<file path="config.mk">
export PLATFORM = sky130hd
export DESIGN_NAME = class_hvec_stream
export DESIGN_NICKNAME = d
export VERILOG_FILES = /design/src/rtl/hdc_class_pkg.sv /design/src/rtl/class_hvec_ram.sv /design/src/rtl/class_hvec_stream.sv
export SDC_FILE = /design/constraint.sdc
export NUM_CORES = 2
export LEC_CHECK = 0
export CAP_MARGIN = 20
export CORE_ASPECT_RATIO = 1.1
export CORE_MARGIN = 2
export CORE_UTILIZATION = 55
export CTS_BUF_LIST = sky130_fd_sc_hd__clkbuf_8
export CTS_CLUSTER_DIAMETER = 200
export DETAILED_ROUTE_END_ITERATION = 8
export GPL_ROUTABILITY_DRIVEN = 0
export HOLD_SLACK_MARGIN = 0.05
export PLACE_DENSITY_LB_ADDON = 0.3
export SLEW_MARGIN = 20
export SYNTH_ARGS = -nofsm -noshare
export SYNTH_HDL_FRONTEND = slang
export SYNTH_SLANG_ARGS = --single-unit
</file>
<file path="constraint.sdc">
create_clock -name clk -period 8.8 [get_ports clk]
set_input_delay 0.88 -clock clk [delete_from_list [all_inputs] [get_ports clk]]
set_output_delay 0.88 -clock clk [all_outputs]
set_load 0.01 [all_outputs]
</file>
<file path="src/rtl/hdc_class_pkg.sv">
// Shared types and helpers for the class-hypervector store and its frame streamer.
package hdc_class_pkg;

    typedef enum logic {IDLE, STREAM} state_e;

    // Index width for n items, never narrower than one bit.
    function automatic int id_width(input int n);
        return (n <= 2) ? 1 : $clog2(n);
    endfunction

endpackage

</file>
<file path="src/rtl/class_hvec_ram.sv">
// One-write/one-read word array with a registered read port; a same-cycle write and read
// of one address returns the previous contents.
module class_hvec_ram #(
    parameter int DATA_W = 64,
    parameter int DEPTH  = 24,
    parameter int ADDR_W = 5
) (
    input  logic              clk,
    input  logic              rst,
    input  logic              wr_en,
    input  logic [ADDR_W-1:0] wr_addr,
    input  logic [DATA_W-1:0] wr_data,
    input  logic              rd_en,
    input  logic [ADDR_W-1:0] rd_addr,
    output logic [DATA_W-1:0] rd_data
);

    logic [DATA_W-1:0] mem [DEPTH];

    // Storage has no reset so it can map onto block memory.
    always_ff @(posedge clk) begin
        if (wr_en) begin
            mem[wr_addr] <= wr_data;
        end
    end

    always_ff @(posedge clk) begin
        if (rst) begin
            rd_data <= '0;
        end else if (rd_en) begin
            rd_data <= mem[rd_addr];
        end
    end

endmodule

</file>
<file path="src/rtl/class_hvec_stream.sv">
// Writable class-hypervector store that streams one class, or a sweep of all classes,
// one frame per cycle over a valid/ready handshake.
module class_hvec_stream
    import hdc_class_pkg::*;
#(
    parameter int DI_PARALLEL_W_BITS = 64,
    parameter int NUM_CLASSES        = 8,
    parameter int NUM_FRAMES         = 3,
    localparam int CLASS_ID_W        = id_width(NUM_CLASSES),
    localparam int FRAME_ID_W        = id_width(NUM_FRAMES)
) (
    input  logic                          clk,
    input  logic                          rst,
    input  logic                          wr_en,
    input  logic [CLASS_ID_W-1:0]         wr_class,
    input  logic [FRAME_ID_W-1:0]         wr_frame,
    input  logic [DI_PARALLEL_W_BITS-1:0] wr_data,
    input  logic                          req_valid,
    output logic                          req_ready,
    input  logic                          req_all,
    input  logic [CLASS_ID_W-1:0]         req_class,
    output logic                          out_valid,
    input  logic                          out_ready,
    output logic [DI_PARALLEL_W_BITS-1:0] out_data,
    output logic [CLASS_ID_W-1:0]         out_class,
    output logic [FRAME_ID_W-1:0]         out_frame,
    output logic                          out_last_frame,
    output logic                          out_last,
    output logic                          req_err
);

    localparam int DEPTH  = NUM_CLASSES * NUM_FRAMES;
    localparam int ADDR_W = id_width(DEPTH);
    localparam logic [CLASS_ID_W-1:0] LAST_CLASS = CLASS_ID_W'(NUM_CLASSES - 1);
    localparam logic [FRAME_ID_W-1:0] LAST_FRAME = FRAME_ID_W'(NUM_FRAMES - 1);

    typedef struct packed {
        logic [DI_PARALLEL_W_BITS-1:0] data;
        logic [CLASS_ID_W-1:0]         cls;
        logic [FRAME_ID_W-1:0]         frame;
        logic                          last_frame;
        logic                          last;
    } beat_t;

    function automatic logic [ADDR_W-1:0] addr_of(input logic [CLASS_ID_W-1:0] c,
                                                  input logic [FRAME_ID_W-1:0] f);
        return ADDR_W'(int'(c) * NUM_FRAMES + int'(f));
    endfunction

    state_e                        state, state_next;
    logic                          valid, valid_next;
    logic                          err_next;
    logic                          sweep;
    logic                          load;
    logic [CLASS_ID_W-1:0]         cur_class, load_class;
    logic [FRAME_ID_W-1:0]         cur_frame, load_frame;
    logic                          wr_ok;
    logic                          at_last_frame, at_last;
    logic [DI_PARALLEL_W_BITS-1:0] rd_data;
    beat_t                         beat;

    assign wr_ok = wr_en && (int'(wr_class) < NUM_CLASSES) && (int'(wr_frame) < NUM_FRAMES);

    // The read register doubles as the out_data register, so it holds across stalls.
    class_hvec_ram #(
        .DATA_W (DI_PARALLEL_W_BITS),
        .DEPTH  (DEPTH),
        .ADDR_W (ADDR_W)
    ) u_ram (
        .clk     (clk),
        .rst     (rst),
        .wr_en   (wr_ok),
        .wr_addr (addr_of(wr_class, wr_frame)),
        .wr_data (wr_data),
        .rd_en   (load),
        .rd_addr (addr_of(load_class, load_frame)),
        .rd_data (rd_data)
    );

    assign at_last_frame = (cur_frame == LAST_FRAME);
    assign at_last       = at_last_frame && (!sweep || cur_class == LAST_CLASS);

    always_comb begin
        state_next = state;
        valid_next = valid;
        err_next   = 1'b0;
        load       = 1'b0;
        load_class = cur_class;
        load_frame = cur_frame;
        req_ready  = 1'b0;
        case (state)
            IDLE: begin
                req_ready = 1'b1;
                if (req_valid) begin
                    if (!req_all && int'(req_class) >= NUM_CLASSES) begin
                        err_next = 1'b1;
                    end else begin
                        load       = 1'b1;
                        load_class = req_all ? '0 : req_class;
                        load_frame = '0;
                        valid_next = 1'b1;
                        state_next = STREAM;
                    end
                end
            end
            STREAM: begin
                if (valid && out_ready) begin
                    if (at_last) begin
                        valid_next = 1'b0;
                        state_next = IDLE;
                    end else begin
                        load = 1'b1;
                        if (at_last_frame) begin
                            load_frame = '0;
                            load_class = cur_class + 1'b1;
                        end else begin
                            load_frame = cur_frame + 1'b1;
                        end
                    end
                end
            end
            default: state_next = IDLE;
        endcase
    end

    always_ff @(posedge clk) begin
        if (rst) begin
            state     <= IDLE;
            valid     <= 1'b0;
            req_err   <= 1'b0;
            sweep     <= 1'b0;
            cur_class <= '0;
            cur_frame <= '0;
        end else begin
            state   <= state_next;
            valid   <= valid_next;
            req_err <= err_next;
            if (load) begin
                cur_class <= load_class;
                cur_frame <= load_frame;
            end
            if (state == IDLE && load) begin
                sweep <= req_all;
            end
        end
    end

    assign beat = '{data:       rd_data,
                    cls:        cur_class,
                    frame:      cur_frame,
                    last_frame: valid && at_last_frame,
                    last:       valid && at_last};

    assign out_valid      = valid;
    assign out_data       = beat.data;
    assign out_class      = beat.cls;
    assign out_frame      = beat.frame;
    assign out_last_frame = beat.last_frame;
    assign out_last       = beat.last;

endmodule

</file>
* After elaboration in Yosys (flattened, before gate mapping)
Memories as Yosys holds them, arrays and structs flattened. A register that Yosys moved wholly into a read port is not among the register bits.
Index checks and enable logic that the tools add are counted.
** Operators by class
- Order comparisons :: 1
- Eq/ne operators :: 5
- Multiplexer cells :: 24
- Shift operators :: 0
- Bitwise operators :: 1
- Multiply operators :: 2
- Divide/modulo/power cells :: 0
- Reduce and logical (&&, ||, !) cells :: 9
- $add $sub $neg :: 4
** Operators with widths (number)
- 3-bit two-way mux :: 5
- 5-bit by 2-bit adder with 5-bit output :: 2
- 3-bit by 2-bit multiplier with 5-bit output, second input constant :: 2
- 1-bit two-way mux :: 10
- 2-bit two-way mux :: 4
- 1-bit logical AND :: 6
- 1-bit case mux with 2 select lines :: 3
- 3-bit case mux with 2 select lines :: 1
- 2-bit by 1-bit != test with 1-bit output, second input constant :: 2
- 2-bit case mux with 2 select lines :: 1
- 3-bit by 1-bit adder with 3-bit output, second input constant :: 1
- 3-bit equality test, second input constant :: 1
- 3-bit AND reduction :: 1
- 2-bit by 1-bit adder with 2-bit output, second input constant :: 1
- 2-bit equality test, second input constant :: 1
- 2-bit < comparator, second input constant :: 1
- 2-bit != test, second input constant :: 1
- 1-bit zero test :: 1
- 1-bit logical OR :: 1
- 1-bit inverter :: 1
** Word-level totals
- Memory bits (read-only) :: 0
- Output and inout bits :: 74
- Word-level logic and storage cells :: 52
- Bits in registers :: 8
- Bits of input ports :: 78
- Memories kept :: 1
- Bits in writable memories :: 1536
- Latch bits :: 0
** Memory list
- u_ram.mem :: depth 24, bits a word 64, read ports 1, clocked after Yosys merged registers in 1, write ports 1, RTL line class_hvec_ram.sv:18 : logic [DATA_W-1:0] mem [DEPTH];

* Logic depth before layout (Yosys ltp)
- Depth after elaboration :: 8
- Depth in mapped cells :: 17
- Gate-level depth less buffers :: 15

* Modules after synthesis
Synthesis repeated with hierarchy kept, for this count alone.
** Second synthesis, totals
- Cells, all modules :: 3350
- Area total of the unflattened synthesis :: 61880.6 um^2
** By module, submodules not included
- class_hvec_ram :: seq. area each 47405.5 um^2, times used 1, cells an instance 3262, area each 61102.4 um^2
- class_hvec_stream :: seq. area each 160.2 um^2, times used 1, cells an instance 88, area each 778.2 um^2

* Least setup slack after synthesis
Ideal clock, no wire load.
- Path kind :: input to register
- From :: input port wr_class[0]
- To :: memory u_ram.mem[16][0], enable pin
- Path slack :: 3053 ps
- Stages on the path :: 7
- Arrival :: 5260 ps
- Path buffers :: 0
- Library setup time :: 486 ps
- Required time :: 8314 ps
- Path through :: fa_1 ha_1 fa_1 xnor2_1 nor2b_1 nand2_1 nor2_1
** Between the ends
- Word-level cells in the longest chain between the ends :: 2
** Ends and longest elaborated chain
- from (decl) :: RTL line class_hvec_stream.sv:15 : input logic [CLASS_ID_W-1:0] wr_class,
- 3-bit by 2-bit multiplier with 5-bit output :: RTL line class_hvec_stream.sv:47 : return ADDR_W'(int'(c) * NUM_FRAMES + int'(f));
- 5-bit by 2-bit adder with 5-bit output :: RTL line class_hvec_stream.sv:47
- to (decl) :: RTL line class_hvec_ram.sv:18
No other way between the ends.

* Worst setup path in the final report
- From :: register cur_class[0] (netlist: out_class[0])
- To :: register u_ram.rd_data[3] (read register of u_ram.mem)
** Between the ends
- Word-level cells in the longest chain between the ends :: 8
- Elaborated cells on any way between the ends :: 17
- Classes of those cells :: 2 x add/sub; 1 x mul; 1 x eq/ne; 11 x mux; 2 x reduce/logical
** Ends and longest elaborated chain
- from (decl) :: RTL line class_hvec_stream.sv:55 : logic [CLASS_ID_W-1:0] cur_class, load_class;
- from (signal assigned) :: RTL line class_hvec_stream.sv:139 : cur_class <= load_class;
- parallel branches: the longest is 3 deep, another holds 3-bit by 1-bit adder with 3-bit output
- 3-bit two-way mux (*) :: RTL line class_hvec_stream.sv:108 : if (at_last) begin
- 3-bit two-way mux (*) :: RTL line class_hvec_stream.sv:107 : if (valid && out_ready) begin
- 3-bit case mux with 2 select lines (*) :: RTL line class_hvec_stream.sv:91 : case (state)
- named net load_class[1] :: RTL line class_hvec_stream.sv:55
- 3-bit by 2-bit multiplier with 5-bit output (*) :: RTL line class_hvec_stream.sv:47
- 5-bit by 2-bit adder with 5-bit output (*) :: RTL line class_hvec_stream.sv:47
- to (decl) :: RTL line class_hvec_ram.sv:15 : output logic [DATA_W-1:0] rd_data
Mark *: on every way through the listed nets, which the timed path passes.
A chain may end at the register's enable or synchronous reset.

==> qor.csv <==
metric;value;unit
hpwl;75240;um
ioPinCount;152;
grtUsageMet3;4.937;%
worstMarginPinSlew;1163;ps
ctsResizeCount;0;
ys_top_cells_by_area;edfxtp_1, mux2i_1, mux4_2;
finClkSkew;29.29;ps
grtUsageMet1;33.50;%
internal_power;0.01247;W
worstReg2RegStart;out_class[0];
slew_headroom;22.43;%
syn_area_per_cell;19.87;um^2
clock-root-buffer;clkbuf_8;
top_usage_layer;met2;
tns;0;ps
fmax;0.1722;GHz
period_needed;5809;ps
netlist_instances;3128;
ys_warn_count;0;
yosysTopAreaCellShare;74.21;%
post_cts_buffers;0;
clk_latency;920;ps
r2r-end;u_ram.rd_data[3];
clkSinkCount;1608;
die_area;115700;um^2
worstPathArrival;6550;ps
ys_ff_latch;1608;
hp-class;reg -> reg;
drv_cap;0;
rsz0062_at_grt;false;
hold_buffers;0;
worstPathRequired;9550;ps
hold-worst-slack;470.0;ps
start_util;55.33;%
holdPathEnd;sweep;
first_global_vias;32402;
synth_edf_count;1536;
endpoint_kind;register;
grt_start_max_net_pins;129;
clockPowerShare;35.0;%
fill_cells;7713;
grt_pass1_wl;214900;um
hold_depth;2;
grt_overflow;0;
routed_via_density;6.248;
drt_iter0_drc;3927;
area_delta_synth_final;13.05;%
path_max_fanout;98;
syn_area;62150;um^2
yosysSeqAreaShare;76.53;%
die_h;356.6;um
nets;3494;
setup_viol;0;
numCtsBuffers;232;
r2r_slack;2990;ps
async_reset_ff_share;0;%
drive_gt1_share;20.42;%
synth-main-ff-cell;edfxtp_1;
synth_cell_types;44;
p_seq_share;53.1;%
cts_buffer_depth;3;
firstDrtPassIters;6;
row_count;129;
hold_viol_final;0;
met2_usage;43.88;%
cts_tree;yes;
synth_top_area_cell;edfxtp_1;
min_period_over_period;66.01;%
drtAntennaViolNets;0;
leakagePower;22.91;nW
clk_pin_slew;70;ps
die_w;324.5;um
ys_top_cells_by_count;edfxtp_1, mux2i_1, a22oi_1;
antenna_found_initial;12;
cts_max_level;4;
routed_wirelength;149500;um
num_vias;31997;
startpoint_type;register;
ir_drop;139.7;uV
core;112300;um^2
drcViolationCount;0;
port_buffers;150;
synth.most_common_cell;edfxtp_1;
r2r_cells;15;
wl_per_cell;29.20;um
switching_share;24.24;%
path_class;reg -> reg;
comb_power_share;11.9;%
finalMaxSlewViolations;0;
p_switching;0.003991;W
synth_nets;3222;
grtUsageTotal;25.68;%
status;completed;
power_density;234.3;nW/um^2
worstHoldStart;sweep;
[per-layer routing]
| layer | share of wire [%] | up-vias |
|---|---|---|
| li1 | - | 13484 |
| met1 | 38 | 16703 |
| met2 | 51 | 1544 |
| met3 | 8.2 | 264 |
| met4 | 2.7 | 2 |
| met5 | 0.0074 | - |
[stage by stage]
| stage | power, W | setup WS, ps | area [um^2] | util, % | instances |
|---|---|---|---|---|---|
| final | 0.01646 | 2991 | 70260 | 62.55 | 5121 |
| after global routing | 0.01699 | 2722 | 70260 | 62.54 | 5120 |
| after CTS | 0.01655 | 2967 | 70220 | 62.51 | 5114 |
| after detailed placement | 0.01086 | 2081 | 65630 | 58.42 | 4671 |
| after global placement | 0.01077 | 2236 | 65600 | 58.39 | 4670 |
| after floorplan | 0.01020 | 3053 | 62150 | - | 3128 |
[layout make-up]
class                   count  area [um^2]  area share (%)
diodes                      6        15.01         0.02137
clock buffers             247         3400           4.838
flip-flops and latches   1608        47570           67.70
multi-input cells        1326        13880           19.75
clock inverters           196         1195           1.701
repair buffers            224         2295           3.266
well taps                1506         1884           2.682
inverters                   8        30.03         0.04274
[how the worst max path moves through the flow]
stage / from / endpoint / slack [ps] / depth (start not counted)
floorplan: wr_class[0] / u_ram.mem[16][0] / 3050 / 7
global placement: req_valid / u_ram.rd_data[9] / 2240 / 12
detailed placement: req_valid / u_ram.rd_data[3] / 2080 / 13
CTS: out_class[0] / u_ram.rd_data[3] / 2970 / 15
global route: out_class[0] / u_ram.rd_data[3] / 2720 / 15
finish: out_class[0] / u_ram.rd_data[3] / 2990 / 15
[critical path: stages, from the launching register on]
cell and delay (ps):
dfxtp_1 350, ha_1 220, ha_1 170, nand2b_1 220, nor3_2 310, nor2_1 100, a222oi_1 570, inv_1 180
fa_1 540, ha_4 190, fa_4 1210, buf_12 590, mux4_2 410, mux2_2 290, o22ai_2 120, nor4_2 60
[flip-flops by register name (all words and copies together) (netlist names)]
signal	count
out_class	3
out_frame	2
out_valid	1
state	1
sweep	1
u_ram.mem	1536
u_ram.rd_data	64
[cell usage in the layout, fill, tap and decap left out, drive strengths merged, types with 13 or more instances in the layout]
cell type	n
inv	97
nor4	64
edfxtp	1536
dfxtp	72
bufinv	13
clkinv	90
buf	75
mux4	128
mux2i	512
nor2	35
o22ai	64
mux2	64
a21oi	135
a22oi	256
clkdlybuf4s50	149
clkbuf	247
[power by group through the flow]
stage               combinational, W  sequential, W  clock, W
floorplan                    0.00131        0.00889         0
global placement             0.00189        0.00889         0
detailed placement           0.00195        0.00890         0
CTS                          0.00196        0.00875   0.00584
global route                 0.00208        0.00876   0.00616
finish                       0.00196        0.00875   0.00576
[cells by family after synthesis]
logic type | Yosys count | synth area share (%)
xor+xnor | 3 | 0.04228
flops | 1608 | 76.53
other cells | 1 | 0.006034
mux | 704 | 14.04
simple gates | 135 | 1.818
compound gates | 467 | 5.629
buf+inv | 194 | 1.558
fa+ha+maj | 16 | 0.3704
(Power assumes the default switching activity.)
